===== src/rtl/msrv32_pc_unit.sv =====
// Program-counter stage: next-PC selection, architectural PC register and fetch address.
// Optional retire counter on instret_out is enabled by defining MSRV32_PC_INSTRET_EN.
module msrv32_pc_unit #(
    parameter logic [31:0] BOOT_ADDRESS = 32'h0000_0000,
    parameter int          INSTRET_W    = 64
) (
    input  logic                 ms_riscv32_mp_clk_in,
    input  logic                 ms_riscv32_mp_rst_in,
    input  logic [1:0]           pc_src_in,
    input  logic                 branch_taken_in,
    input  logic [31:0]          iadder_in,
    input  logic [31:0]          epc_in,
    input  logic [31:0]          trap_address_in,
    input  logic                 ahb_ready_in,
    output logic [31:0]          pc_out,
    output logic [31:0]          pc_plus_4_out,
    output logic [31:0]          pc_mux_out,
    output logic [31:0]          i_addr_out,
    output logic                 misaligned_instr_out,
    output logic                 flush_out,
    output logic [INSTRET_W-1:0] instret_out
);

    typedef enum logic [1:0] {
        S_RESET = 2'd0,
        S_BOOT  = 2'd1,
        S_RUN   = 2'd2
    } state_t;

    state_t      state_q;
    logic [31:0] pc_q;
    logic        flush_q;

    logic [31:0] pc_plus_4;
    logic [31:0] next_pc;
    logic [31:0] pc_mux;
    logic        misaligned;
    logic        redirect;
    logic        accept;

    assign pc_plus_4  = pc_q + 32'd4;
    // Jump targets have bit 0 forced low, as for JALR.
    assign next_pc    = branch_taken_in ? (iadder_in & ~32'h1) : pc_plus_4;
    assign misaligned = (pc_src_in == 2'b11) & branch_taken_in & iadder_in[1];
    assign redirect   = (pc_src_in != 2'b11) | branch_taken_in;
    assign accept     = ahb_ready_in & ~misaligned;

    always_comb begin
        pc_mux = next_pc;
        case (pc_src_in)
            2'b00:   pc_mux = BOOT_ADDRESS;
            2'b01:   pc_mux = epc_in;
            2'b10:   pc_mux = trap_address_in;
            default: pc_mux = next_pc;
        endcase
    end

    always_ff @(posedge ms_riscv32_mp_clk_in or posedge ms_riscv32_mp_rst_in) begin
        if (ms_riscv32_mp_rst_in) begin
            state_q <= S_RESET;
            pc_q    <= BOOT_ADDRESS;
            flush_q <= 1'b1;
        end else begin
            case (state_q)
                S_RESET: state_q <= S_BOOT;
                S_BOOT: begin
                    if (ahb_ready_in) begin
                        state_q <= S_RUN;
                        flush_q <= 1'b0;
                    end
                end
                S_RUN: begin
                    // A misaligned target wins over a stall so the trap is never delayed.
                    if (misaligned) begin
                        flush_q <= 1'b1;
                    end else if (accept) begin
                        pc_q    <= pc_mux;
                        flush_q <= redirect;
                    end
                end
                default: state_q <= S_RESET;
            endcase
        end
    end

`ifdef MSRV32_PC_INSTRET_EN
    logic [INSTRET_W-1:0] instret_q;

    always_ff @(posedge ms_riscv32_mp_clk_in or posedge ms_riscv32_mp_rst_in) begin
        if (ms_riscv32_mp_rst_in) begin
            instret_q <= '0;
        end else if ((state_q == S_RUN) && accept) begin
            instret_q <= instret_q + 1'b1;
        end
    end

    assign instret_out = instret_q;
`else
    assign instret_out = '0;
`endif

    assign pc_out               = pc_q;
    assign pc_plus_4_out        = pc_plus_4;
    assign pc_mux_out           = pc_mux;
    assign misaligned_instr_out = misaligned;
    assign flush_out            = flush_q;
    assign i_addr_out           = (state_q == S_RUN) ? pc_mux : BOOT_ADDRESS;

endmodule

===== config.mk =====
export PLATFORM = sky130hd
export DESIGN_NAME = msrv32_pc_unit
export DESIGN_NICKNAME = d
export VERILOG_FILES = /design/src/rtl/msrv32_pc_unit.sv
export SDC_FILE = /design/constraint.sdc
export NUM_CORES = 1
export LEC_CHECK = 0
export CORE_MARGIN = 3
export CORE_UTILIZATION = 30
export DETAILED_ROUTE_END_ITERATION = 6
export GPL_TIMING_DRIVEN = 1
export PLACE_DENSITY = 0.75
export SETUP_SLACK_MARGIN = 0.1
export SYNTH_ARGS = -nofsm -noshare
export SYNTH_HDL_FRONTEND = slang
export SYNTH_SLANG_ARGS = --single-unit

===== constraint.sdc =====
create_clock -name ms_riscv32_mp_clk_in -period 4.5 [get_ports ms_riscv32_mp_clk_in]
set_input_delay 0.45 -clock ms_riscv32_mp_clk_in [delete_from_list [all_inputs] [get_ports ms_riscv32_mp_clk_in]]
set_output_delay 0.45 -clock ms_riscv32_mp_clk_in [all_outputs]
set_load 0.02 [all_outputs]

==> results.tsv <==
metric	value	unit
outcome	finished clean	
io_pins	296	
max_freq	259.2	MHz
synth-adder-area-share	0.3096	%
crit_type	register to primary output	
wire_per_inst	18.94	um
fin_crit_sh	85.75	%
cts_setup_buffers	0	
wl	17.69	mm
ys_seq_elements	35	
synth_edf_count	0	
ys.flop_type	dfrtp_1	
max_slew_margin	32.52	%
synth_mux_area_share	0.7430	%
setup_tns	0	ns
worst_pin_slew	1.012	ns
busiest_layer	met2	
hp-class	register to register	
die_h	122.1	um
synth_compound_area_share	27.62	%
dieWidth	122.1	um
ys_types	61	
yosys.area.top_type	dfrtp_1	
io_buffers	230	
clockBufferDepth	2	
crit_required	4.05	ns
cts-root-buf	clkbuf_16	
worstSetupStartpointType	register	
final_cell_area	6389	um2
start_util	31.39	%
clock_latency	0.28	ns
met3_usage	4.132	%
grt_util_met1	32.52	%
ant_nets	0	
cts.sinks	35	
grt_max_degree	36	
drcViolationCount	0	
cts.reportedPaths.clkPinSlew	0.07	ns
grt_pass1_vias	4442	
area.growth.synth_to_final	58.08	%
htree_levels	2	
gp_congestion	0.8229	
synth_xor_area_share	5.820	%
setup_viol	0	
synth_area_leaders	dfrtp_1 21%, buf_4 12%, a22o_1 6.3%	
cts.repair.resized	0	
antenna_found_initial	1	
slew_violations	0	
grt_usage	22.58	%
synthArstFlopShare	100.0	%
synth_top_family_by_area	compound AO/OA/AOI/OAI gates	
dr.pass1.iters	4	
use_met2	35.19	%
hold_violations	0	
irDropWorstVdd	0.0004056	V
fin_crit	3.859	ns
postPlaceCellArea	6238	um2
synth-simple-area-share	24.64	%
fin_nets	863	
grt_remaining_overflow	0	
final_cells	934	
place_hpwl	13.77	mm
dieArea	14900	um2
num-fill-cells	1272	
cp.arrival	3.41	ns
cts_buffers	5	
drt-initial-drc-count	424	
layout-drive-gt1-share	5.388	%
drv_cap	0	
synth_top_cell_area_share	21.05	%
dp.cells	925	
row_count	41	
num_vias	4818	
yosys_warnings	0	
syn_avg_cell_area	7.256	um2
core_area	12880	um2
finalClockSkew	0.01153	ns
synthCells	557	
cts_tree	built	
yosysSeqAreaShare	21.70	%
cellLeakagePower	2.716	nW
viasPerCell	5.158	
pwr_density_cell	472.6	nW/um2
holdBufCountCts	0	
syn_area	4041	um2
critPathCaptureType	primary output	
grt_pass1_wl	26.02	mm
worstPathMaxFanout	7	
grt_setup_unrepaired	false	
## synthesized netlist by cell type, drive strengths merged (3+ instances only)
| cell type | instances |
|---|---|
| o22ai | 3 |
| inv | 23 |
| and4 | 6 |
| nor3 | 6 |
| nor4 | 6 |
| nor2 | 33 |
| a31oi | 7 |
| clkbuf | 34 |
| xor2 | 10 |
| nand2b | 3 |
| o211ai | 5 |
| xnor2 | 16 |
| nand3 | 26 |
| o21ai | 37 |
| a22oi | 19 |
| a21o | 5 |
| a32oi | 3 |
| a22o | 29 |
| or4 | 7 |
| nand4 | 16 |
| a21boi | 3 |
| nand2 | 60 |
| a21oi | 36 |
| or3 | 3 |
| or2 | 3 |
| mux2i | 3 |
| and3 | 8 |
| and2 | 7 |
| buf | 79 |
| dfrtp | 34 |
## flip-flops by register name (all words and copies together) (netlist names)
register	cells
state_q	2
flush_out	1
pc_out	32
## path summary, 6_finish.rpt
| path | startpoint | end | slack, ns | cells past startpoint |
|---|---|---|---|---|
| worst max-delay path | pc_out[2]$_DFFE_PP0P_ | i_addr_out[28] | 0.64 | 7 |
| worst min-delay path | state_q[1]$_DFFE_PP0P_ | state_q[0]$_DFFE_PP0P_ | 0.50 | 1 |
| worst max register to register | pc_out[2]$_DFFE_PP0P_ | pc_out[30]$_DFFE_PP0P_ | 1.74 | 6 |
| worst min register to register | state_q[1]$_DFFE_PP0P_ | state_q[0]$_DFFE_PP0P_ | 0.50 | 1 |
| max in group asynchronous | ms_riscv32_mp_rst_in | flush_out$_DFFE_PP1P_ | 3.54 | 3 |
| min in group asynchronous | ms_riscv32_mp_rst_in | pc_out[9]$_DFFE_PP0P_ | 0.60 | 3 |
## cell usage in the layout (no fill, tap or decap), types with 3 or more instances in the layout
cell,count
a22o_1,29
dfrtp_1,34
inv_1,21
and4_1,4
nand4_1,15
a31oi_1,7
or3_1,3
nand2b_1,3
a21o_1,5
or2_2,3
mux2i_1,3
or4_1,6
and3_1,8
xnor2_1,15
nor3_1,6
buf_4,16
a22oi_1,19
xor2_1,10
a32oi_1,3
conb_1,64
nor2_1,32
o22ai_1,3
clkdlybuf4s50_1,230
a21boi_0,3
nor4_1,4
o21ai_0,37
nand2_1,60
a21oi_1,36
nand3_1,24
clkbuf_16,5
and2_1,7
o211ai_1,5
## critical path, cell delays in order, from the launching register on
cell and delay [ns]:
dfrtp_1 0.48, ha_1 0.31, nand4_1 0.25, nor4_4 0.71
nand3_2 0.21, or4_1 0.43, o211ai_1 0.10, clkdlybuf4s50_1 0.63
## per-stage QoR
step | setup WS, ns | utilization (%) | hold slack [ns] | total power [W]
finish | 0.6415 | 49.62 | 0.4984 | 0.003019
global route | 0.5075 | 49.62 | 0.5358 | 0.003183
CTS | 0.6938 | 49.60 | 0.5012 | 0.003027
detailed placement | 0.7308 | 48.45 | 0.4871 | 0.002660
global placement | 0.7829 | 48.45 | 0.4774 | 0.002645
floorplan | 1.636 | - | 0.4504 | 0.001753
## routing by layer
layer / part of all wire [%] / up-vias / wire length [um]
met2: 46 / 237 / 8221
met3: 8.1 / 14 / 1437
li1: - / 2276 / -
met4: 1.2 / 0 / 211
met5: 0 / - / 0
met1: 44 / 2291 / 7817
## power by group
group | leakage (nW) | switching [W] | internal (W)
clock network | 0.0739 | 0.000139 | 0.000220
registers | 0.437 | 0.000292 | 0.000458
logic | 2.21 | 0.00102 | 0.000888
total | 2.72 | 0.00145 | 0.00157
## logic make-up (layout without fill, tap and decap cells)
kind of cell / after synthesis / count (layout)
other cells: 1 / 65
buf+inv: 136 / 277
flops: 35 / 35
mux: 3 / 3
fa+ha+maj: 1 / 1
xor+xnor: 26 / 26
compound gates: 166 / 166
simple gates: 189 / 189
## cell type report
cell class | instances | area [um2] | area share (%)
Timing Repair Buffer | 246 | 2422 | 37.92
Inverter | 23 | 86.33 | 1.351
Clock inverter | 1 | 5.005 | 0.07834
Tap cell | 172 | 215.2 | 3.369
Multi-Input combinational cell | 449 | 2638 | 41.28
Sequential cell | 35 | 877.1 | 13.73
Clock buffer | 7 | 142.6 | 2.233
Antenna cell | 1 | 2.502 | 0.03917
(Power assumes the default switching activity.)
